`config.mk`:
```
export PLATFORM = sky130hd
export DESIGN_NAME = alu_sequencer
export DESIGN_NICKNAME = d
export VERILOG_FILES = /design/src/rtl/alu_pkg.sv /design/src/rtl/alu_pass_map.sv /design/src/rtl/alu_sequencer.sv
export SDC_FILE = /design/constraint.sdc
export NUM_CORES = 1
export LEC_CHECK = 0
export ABC_AREA = 1
export CORE_AREA = 2 2 137 139
export DETAILED_ROUTE_END_ITERATION = 6
export DIE_AREA = 0 0 139 141
export PLACE_DENSITY = 0.78
export SYNTH_ARGS = -nofsm -noshare
export SYNTH_HDL_FRONTEND = slang
export SYNTH_HIERARCHICAL = 1
export SYNTH_SLANG_ARGS = --single-unit
```
`constraint.sdc`:
```
create_clock -name clk -period 2.2 [get_ports clk]
set_clock_uncertainty 0.05 [all_clocks]
set_input_delay 0.44 -clock clk [delete_from_list [all_inputs] [get_ports clk]]
set_output_delay 0.44 -clock clk [all_outputs]
set_load 0.01 [all_outputs]
```
`src/rtl/alu_pkg.sv`:
```
// Shared types for the alu bus master: alu op encodings, sequencer states, word width.
package alu_pkg;

  localparam int ALU_WIDTH = 16;

  typedef enum logic [2:0] {
    ALU_ADD = 3'd0,
    ALU_SUB = 3'd1,
    ALU_AND = 3'd2,
    ALU_OR  = 3'd3,
    ALU_XOR = 3'd4,
    ALU_NOT = 3'd5,
    ALU_INC = 3'd6,
    ALU_DEC = 3'd7
  } alu_op_e;

  typedef enum logic [2:0] {
    ST_IDLE     = 3'd0,
    ST_SETUP_LO = 3'd1,
    ST_EXEC_LO  = 3'd2,
    ST_SETUP_HI = 3'd3,
    ST_EXEC_HI  = 3'd4,
    ST_DONE     = 3'd5
  } seq_state_e;

endpackage

```
`src/rtl/alu_pass_map.sv`:
```
// Maps a request plus pass index onto the alu select/operands/carry for that pass.
// Wide arithmetic is rewritten as chained ADD passes so the carry propagates between halves.
module alu_pass_map
  import alu_pkg::*;
#(
  parameter int WIDTH = ALU_WIDTH
) (
  input  alu_op_e              op,
  input  logic                 wide,
  input  logic                 pass,
  input  logic [2*WIDTH-1:0]   a,
  input  logic [2*WIDTH-1:0]   b,
  input  logic                 carry,
  output alu_op_e              select,
  output logic [WIDTH-1:0]     in_1,
  output logic [WIDTH-1:0]     in_2,
  output logic                 carry_in
);

  logic [WIDTH-1:0] half_a;
  logic [WIDTH-1:0] half_b;

  assign half_a = pass ? a[2*WIDTH-1:WIDTH] : a[WIDTH-1:0];
  assign half_b = pass ? b[2*WIDTH-1:WIDTH] : b[WIDTH-1:0];

  // `carry` is req_carry on the low pass and the captured low carry_out on the high pass.
  always_comb begin
    // NOTE: every output gets a default before any branch so no latch can be inferred.
    select   = op;
    in_1     = half_a;
    in_2     = half_b;
    carry_in = 1'b0;
    if (!wide) begin
      carry_in = (op == ALU_ADD) ? carry : 1'b0;
    end else begin
      case (op)
        ALU_ADD: carry_in = carry;
        ALU_SUB: begin
          select   = ALU_ADD;
          in_2     = ~half_b;
          carry_in = pass ? carry : 1'b1;
        end
        ALU_INC: begin
          select   = ALU_ADD;
          in_2     = '0;
          carry_in = pass ? carry : 1'b1;
        end
        ALU_DEC: begin
          select   = ALU_ADD;
          in_2     = '1;
          carry_in = pass ? carry : 1'b0;
        end
        default: ;
      endcase
    end
  end

endmodule

```
`src/rtl/alu_sequencer.sv`:
```
// Bus master for the 16-bit alu: accepts 16/32-bit op requests, runs one or two enable
// pulses with setup gaps, captures the alu outputs and holds the response until taken.
module alu_sequencer
  import alu_pkg::*;
#(
  parameter int WIDTH     = ALU_WIDTH,
  parameter int SETUP_CYC = 1
) (
  input  logic                 clk,
  input  logic                 rst_n,
  input  logic                 req_valid,
  output logic                 req_ready,
  input  logic [2:0]           req_op,
  input  logic                 req_wide,
  input  logic                 req_carry,
  input  logic [2*WIDTH-1:0]   req_a,
  input  logic [2*WIDTH-1:0]   req_b,
  output logic                 rsp_valid,
  input  logic                 rsp_ready,
  output logic [2*WIDTH-1:0]   rsp_result,
  output logic                 rsp_carry,
  output logic                 rsp_zero,
  output logic [WIDTH-1:0]     alu_in_1,
  output logic [WIDTH-1:0]     alu_in_2,
  output logic [2:0]           alu_select,
  output logic                 alu_enable,
  output logic                 alu_carry_in,
  input  logic [WIDTH-1:0]     alu_data,
  input  logic                 alu_carry_out,
  input  logic                 alu_zero
);

  localparam int CNT_W = (SETUP_CYC > 1) ? $clog2(SETUP_CYC) : 1;
  localparam logic [CNT_W-1:0] SETUP_LAST = CNT_W'(SETUP_CYC - 1);

  seq_state_e            state;
  alu_op_e               op_q;
  logic                  wide_q;
  logic [2*WIDTH-1:0]    a_q;
  logic [2*WIDTH-1:0]    b_q;
  logic [WIDTH-1:0]      data_lo_q;
  logic                  zero_lo_q;
  logic [CNT_W-1:0]      setup_cnt;

  logic                  in_idle;
  alu_op_e               map_op;
  logic                  map_wide;
  logic [2*WIDTH-1:0]    map_a;
  logic [2*WIDTH-1:0]    map_b;
  logic                  map_carry;
  alu_op_e               map_select;
  logic [WIDTH-1:0]      map_in_1;
  logic [WIDTH-1:0]      map_in_2;
  logic                  map_carry_in;

  // In IDLE the map sees the live request (pass 0); afterwards only the high pass is loaded,
  // and only on the edge closing EXEC_LO, when alu_carry_out is valid.
  assign in_idle   = (state == ST_IDLE);
  assign map_op    = in_idle ? alu_op_e'(req_op) : op_q;
  assign map_wide  = in_idle ? req_wide : wide_q;
  assign map_a     = in_idle ? req_a : a_q;
  assign map_b     = in_idle ? req_b : b_q;
  assign map_carry = in_idle ? req_carry : alu_carry_out;

  alu_pass_map #(.WIDTH(WIDTH)) u_pass_map (
    .op       (map_op),
    .wide     (map_wide),
    .pass     (!in_idle),
    .a        (map_a),
    .b        (map_b),
    .carry    (map_carry),
    .select   (map_select),
    .in_1     (map_in_1),
    .in_2     (map_in_2),
    .carry_in (map_carry_in)
  );

  // NOTE: sequential state uses non-blocking assignments so every register samples pre-edge values.
  always_ff @(posedge clk or negedge rst_n) begin
    if (!rst_n) begin
      state        <= ST_IDLE;
      op_q         <= ALU_ADD;
      wide_q       <= 1'b0;
      a_q          <= '0;
      b_q          <= '0;
      data_lo_q    <= '0;
      zero_lo_q    <= 1'b0;
      setup_cnt    <= '0;
      req_ready    <= 1'b1;
      rsp_valid    <= 1'b0;
      rsp_result   <= '0;
      rsp_carry    <= 1'b0;
      rsp_zero     <= 1'b0;
      alu_in_1     <= '0;
      alu_in_2     <= '0;
      alu_select   <= '0;
      alu_enable   <= 1'b0;
      alu_carry_in <= 1'b0;
    end else begin
      case (state)
        ST_IDLE: begin
          if (req_valid) begin
            op_q         <= alu_op_e'(req_op);
            wide_q       <= req_wide;
            a_q          <= req_a;
            b_q          <= req_b;
            alu_select   <= map_select;
            alu_in_1     <= map_in_1;
            alu_in_2     <= map_in_2;
            alu_carry_in <= map_carry_in;
            req_ready    <= 1'b0;
            setup_cnt    <= '0;
            state        <= ST_SETUP_LO;
          end
        end
        ST_SETUP_LO, ST_SETUP_HI: begin
          if (setup_cnt == SETUP_LAST) begin
            alu_enable <= 1'b1;
            state      <= (state == ST_SETUP_LO) ? ST_EXEC_LO : ST_EXEC_HI;
          end else begin
            setup_cnt <= setup_cnt + 1'b1;
          end
        end
        ST_EXEC_LO: begin
          alu_enable <= 1'b0;
          if (wide_q) begin
            data_lo_q    <= alu_data;
            zero_lo_q    <= alu_zero;
            alu_select   <= map_select;
            alu_in_1     <= map_in_1;
            alu_in_2     <= map_in_2;
            alu_carry_in <= map_carry_in;
            setup_cnt    <= '0;
            state        <= ST_SETUP_HI;
          end else begin
            rsp_result <= {{WIDTH{1'b0}}, alu_data};
            rsp_carry  <= alu_carry_out;
            rsp_zero   <= alu_zero;
            rsp_valid  <= 1'b1;
            state      <= ST_DONE;
          end
        end
        ST_EXEC_HI: begin
          alu_enable <= 1'b0;
          rsp_result <= {alu_data, data_lo_q};
          rsp_carry  <= alu_carry_out;
          rsp_zero   <= zero_lo_q & alu_zero;
          rsp_valid  <= 1'b1;
          state      <= ST_DONE;
        end
        ST_DONE: begin
          if (rsp_ready) begin
            rsp_valid <= 1'b0;
            req_ready <= 1'b1;
            state     <= ST_IDLE;
          end
        end
        default: state <= ST_IDLE;
      endcase
    end
  end

endmodule

```
==> results.toml, run 1 <==
[die]
core.rowCount = 50
core_area_sq_um = 18270
dieArea_sq_um = 19600
die_h_microns = 141
initial_core_util_pct = 45.92
die_w_microns = 139
ios = 164

[timing]
setup_slack_ns = 0.09655
final_max_slew_viol_count = 0
max_freq_ghz = 0.4754
slew_headroom_pct = 68.23
rsz0062_at_grt = "yes"
hold_violations = 0
setup_viol = 0
period_share_pct = 95.61
period_needed_ns = 2.103
max_slew.worst_pin.slew_ns = 0.4766

[final_layout]
finalNonFillerCells = 1511
syn2layout_area_growth_pct = 29.71
fillCellCount = 1662
diodes = 0
final_cell_mix = "nand2_1 (348), clkdlybuf4s50_1 (162), dfrtp_1 (160), nor2_1 (110), inv_1 (104)"
final_nets = 1359
layout_commonest_cell = "nand2_1"
final_area_sq_um = 10880
final_layout_size_suffix_gt1_share_pct = 8.144
post-route-util_pct = 59.57

[cts]
h-tree-depth = 4
cts_tree = "done"
cts.sinks = 161
clockBufferDepth = 2
numCtsBuffers = 17
cts.clk_slew.worst_paths_ns = 0.06
root_buffer = "clkbuf_16"
clk_latency_ns = 0.42

[yosys]
ys_ff_latch = 161
yosys_warnings = 6
synth_area_sq_um = 8389
syn-num-nets = 1208
ys_seq_area_share_pct = 48.04
ys_types = 26
synth_cells = 1114
synth_area_per_cell_sq_um = 7.531

[grt]
track_usage_pct = 22.70
grt_max_degree = 68
antenna_found_initial = 0
grt_pass1_vias = 7261
grt-ovfl-total = 0
grt_pass1_wl_microns = 35940

[placed_design]
placed_cells = 1477
hpwl_microns = 15460
placed_area_sq_um = 10200
io_buffers = 163
place_ws_ns = -0.002266
gp_congestion = 0.8753

[routing]
viasPerCell = 5.046
drtAntennaViolNets = 0
drc = 0
dr_total_vias = 7624
first_iter_violations = 472
wl_per_cell_microns = 14.44
drt_first_pass_iters = 5
drt-total-wl_microns = 21820

[worst_setup_path]
critPathKind = "register to register"
cp_slowest_cell = "dfrtp_1"
crit_chain = "nor2_4 -> nand2_8 -> nor2_2 -> a21oi_4 -> ha_1 -> inv_1 -> nand2_4 -> buf_4 -> a21boi_2 -> nor2_1 -> nand2_1 -> nand2_1"
critical_path.max_stage_delay_ns = 0.44
cp_common_cell = "nand2_1"
worstRegToRegCells = 12
r2r_slack_ns = 0.1
end_kind = "register"
worst_r2r_endpoint = "alu_in_2[8]$_DFFE_PN0P_"
arrival_ns = 2.36
path_max_fanout = 17
crit_path_start_kind = "register"
worstSetupStartpoint = "state[0]$_DFFE_PN0P_"
rr_startpoint = "state[0]$_DFFE_PN0P_"
crit_required_ns = 2.46

[power_and_ir_drop]
ir_drop_mv = 0.8526
p_leak_nw = 5.349
p_total_mw = 17.69
pwr_density_cell_nw_per_um2 = 1625

[worst_hold_path]
hold_end = "req_ready$_DFFE_PN1P_"
min-delay-start = "req_ready$_DFFE_PN1P_"
hold_path_class = "register to register"
min_delay_path_depth = 2

[job]
drv_cap = 0

[status]
outcome = "finished clean"
routing by layer:
metal / vias up / share of wire [%] / GRT usage (%)
li1: 3810 / - / -
met1: 3577 / 45 / 30.62
met2: 202 / 48 / 37.28
met3: 35 / 5.2 / 4.110
met4: 0 / 2.2 / 7.656
met5: - / 0 / 0
Yosys cell counts (all sizes together):
cell,number,area (sq um)
nor2,114,442.9
nor3,1,5.000
nand2,354,1359
ha,3,37.54
dfrtp,160,4004
nand4,2,12.51
a21oi,76,380.4
o21ai,117,585.6
buf,56,436.7
a21boi,10,108.9
inv,112,422.9
dfstp,1,26.28
nand3,96,523.0
clkbuf,12,45.04
area by class of cell:
cell class / instances / area (sq um) / area share (%)
Multi-Input combinational cell: 774 / 3523 / 32.38
Clock inverter: 12 / 157.7 / 1.449
Clock buffer: 19 / 452.9 / 4.162
Sequential cell: 161 / 4030 / 37.04
Timing Repair Buffer: 199 / 2001 / 18.39
Inverter: 112 / 424.2 / 3.898
Tap cell: 234 / 292.8 / 2.691
critical path: cells and delay by family, from the launching register on:
family | cells | cell delay, ns
simple gates | 7 | 0.81
flops | 1 | 0.44
buf+inv | 2 | 0.28
fa+ha+maj | 1 | 0.23
compound gates | 2 | 0.18
how the worst max path moves through the flow:
stage               cells past startpoint                       end
finish                                 12   alu_in_2[8]$_DFFE_PN0P_
global route                           10   alu_in_2[5]$_DFFE_PN0P_
floorplan                              13   alu_in_2[0]$_DFFE_PN0P_
global placement                       11  alu_in_2[11]$_DFFE_PN0P_
detailed placement                     11   alu_in_2[8]$_DFFE_PN0P_
CTS                                    12   alu_in_2[8]$_DFFE_PN0P_
state kept, by name, indices dropped and copies added, names as in the netlist, 16 cells and up:
signal	flops
a_q	32
alu_in_1	16
b_q	32
rsp_result	32
data_lo_q	16
alu_in_2	16
cell families after synthesis:
logic type | share of synthesized area [%]
and+or+nand+nor | 27.92
AOI/OAI and AO/OA | 12.81
buffers and inverters | 10.78
adders and majority gates | 0.4475
DFF | 48.04
timing repair:
| action | 4_1_cts | 5_1_grt |
|---|---|---|
| setup endpoints to repair | 0 | 31 |
| setup buffers | 0 | 1 |
| resized for setup | 0 | 8 |
| hold buffers | 1 | 0 |
| hold endpoints to repair | 36 | 0 |
report_power, final:
group	internal [mW]	switching, mW	total, mW
clock network	1.85	1.22	3.07
registers	4.40	0.646	5.04
logic	3.93	5.65	9.58
total	10.2	7.52	17.7
stage by stage:
step | TNS [ns] | hold WS, ns
floorplan | 0 | 0.09441
global placement | 0 | 0.3425
detailed placement | -0.002266 | 0.3395
CTS | 0 | 0.4260
global route | -0.02292 | 0.4437
finish | 0 | 0.4243
Power figures use the tool's default switching activity.
==> run 2, diff against run 1 <==
Settings changed: PLACE_DENSITY 0.78 to 0.76.
==> results.toml, run 2 (synthesis results as in run 1) <==
[cts]
cts.clk_slew.worst_paths_ns = 0.06
clockBufferDepth = 2
cts_tree = "done"
cts.sinks = 161
root_buffer = "clkbuf_16"
clk_latency_ns = 0.43
numCtsBuffers = 17
h-tree-depth = 4

[worst_setup_path]
crit_required_ns = 2.47
arrival_ns = 2.33
worst_r2r_endpoint = "alu_in_2[0]$_DFFE_PN0P_"
r2r_slack_ns = 0.14
end_kind = "register"
crit_path_start_kind = "register"
path_max_fanout = 23
critPathKind = "register to register"
worstRegToRegCells = 10
rr_startpoint = "state[0]$_DFFE_PN0P_"

[power_and_ir_drop]
pwr_density_cell_nw_per_um2 = 1618
p_seq_share_pct = 28.9
combPwrFrac_pct = 53.8
ir_drop_mv = 1.050
p_total_mw = 17.40
p_leak_nw = 5.285
swShare_pct = 42.57
switchingPower_mw = 7.407
p_int_mw = 9.992
clockPowerShare_pct = 17.3

[final_layout]
diodes = 0
fillCellCount = 1644
finalNonFillerCells = 1503
final_nets = 1350
post-route-util_pct = 58.86
final_area_sq_um = 10750
final_layout_size_suffix_gt1_share_pct = 7.013
final_cell_mix = "nand2_1 (348), clkdlybuf4s50_1 (162), dfrtp_1 (160), nor2_1 (112), inv_1 (104)"
reg.largest.list = "a_q x32, b_q x32, rsp_result x32"
layout_commonest_cell = "nand2_1"
syn2layout_area_growth_pct = 28.17

[routing]
drtAntennaViolNets = 0
drt_first_pass_iters = 5
dr_total_vias = 7540
first_iter_violations = 621
wl_per_cell_microns = 14.47
drt-total-wl_microns = 21760
viasPerCell = 5.017
drc = 0

[die]
die_h_microns = 141
dieArea_sq_um = 19600
ios = 164
core.rowCount = 50
initial_core_util_pct = 45.92
core_area_sq_um = 18270
die_w_microns = 139

[job]
drv_cap = 0

[placed_design]
place_ws_ns = -0.02527
gp_congestion = 0.8471
placed_cells = 1470
io_buffers = 163
placed_area_sq_um = 10150
hpwl_microns = 15040

[worst_hold_path]
hold_end = "req_ready$_DFFE_PN1P_"
hold_path_class = "register to register"
min_delay_path_depth = 2
min-delay-start = "req_ready$_DFFE_PN1P_"

[grt]
antenna_found_initial = 1
grt_pass1_wl_microns = 35820
grt-ovfl-total = 0
grt_pass1_vias = 7008
track_usage_pct = 22.70
grt_max_degree = 83

[timing]
hold_violations = 0
rsz0062_at_grt = "yes"
tns_ns = 0
slew_headroom_pct = 65.12
setup_slack_ns = 0.1433
final_max_slew_viol_count = 0
max_freq_ghz = 0.4862
period_needed_ns = 2.057
fin_hold_ws_ns = 0.4215
setup_viol = 0
max_slew.worst_pin.slew_ns = 0.5232
period_share_pct = 93.49

[status]
outcome = "finished clean"
==> run 2: cell types whose count changed in the layout (fill, tap and decap cells not counted), moves of 3 or more <==
cell,previous run,this run
a21oi_4,3,0
a21oi_2,0,3
clkbuf_1,0,4
buf_4,26,19
==> run 2: repair_timing <==
item	4_1_cts	5_1_grt
gates resized for setup	0	3
hold endpoints to repair	44	0
setup endpoints to repair	0	25
hold buffers	1	0
buffers inserted	0	0
==> run 2: critical path, stage by stage, from the launching register on <==
cell	delay, ns
dfrtp_1	0.43
nor2_4	0.17
nand2_8	0.14
buf_4	0.20
nor2_1	0.09
a21oi_1	0.06
o21ai_0	0.33
a21boi_0	0.27
nor2_1	0.07
nand2_1	0.07
nand2_1	0.05
==> run 2: routing by layer <==
| layer | global-route usage [%] | wire length [microns] | vias to the layer above |
|---|---|---|---|
| met2 | 35.60 | 9912 | 246 |
| met5 | 0 | 13 | - |
| met3 | 5.197 | 1365 | 34 |
| met1 | 31.62 | 10030 | 3470 |
| li1 | - | - | 3788 |
| met4 | 7.018 | 438 | 2 |
==> run 2: worst max-delay path by stage <==
stage	start	endpoint	slack [ns]	cells after the start
after floorplan	state[1]$_DFFE_PN0P_	alu_in_2[0]$_DFFE_PN0P_	0.02	13
after global placement	req_op[2]	alu_in_2[5]$_DFFE_PN0P_	0.01	10
after detailed placement	req_op[2]	alu_in_2[6]$_DFFE_PN0P_	-0.03	11
after CTS	state[0]$_DFFE_PN0P_	alu_in_2[5]$_DFFE_PN0P_	0.02	11
after global routing	state[1]$_DFFE_PN0P_	alu_in_2[6]$_DFFE_PN0P_	-0.02	11
final	state[0]$_DFFE_PN0P_	alu_in_2[0]$_DFFE_PN0P_	0.14	10
==> run 2: layout make-up <==
class / count / area (sq um) / share of cell area, %
inverter: 112 / 424.2 / 3.945
multi-input combinational: 773 / 3480 / 32.36
clock buffer: 22 / 454.2 / 4.224
clock inverter: 10 / 135.1 / 1.257
timing repair buffer: 191 / 1937 / 18.01
tap: 234 / 292.8 / 2.723
sequential: 161 / 4030 / 37.48
==> run 2: power groups by stage <==
| stage | Combinational [mW] | Sequential, mW | Clock, mW |
|---|---|---|---|
| after floorplan | 6.22 | 5.24 | 0 |
| after global placement | 9.08 | 5.05 | 0 |
| after detailed placement | 9.24 | 5.09 | 0 |
| after CTS | 9.34 | 5.05 | 3.05 |
| after global routing | 10.5 | 5.19 | 3.19 |
| final | 9.36 | 5.03 | 3.00 |
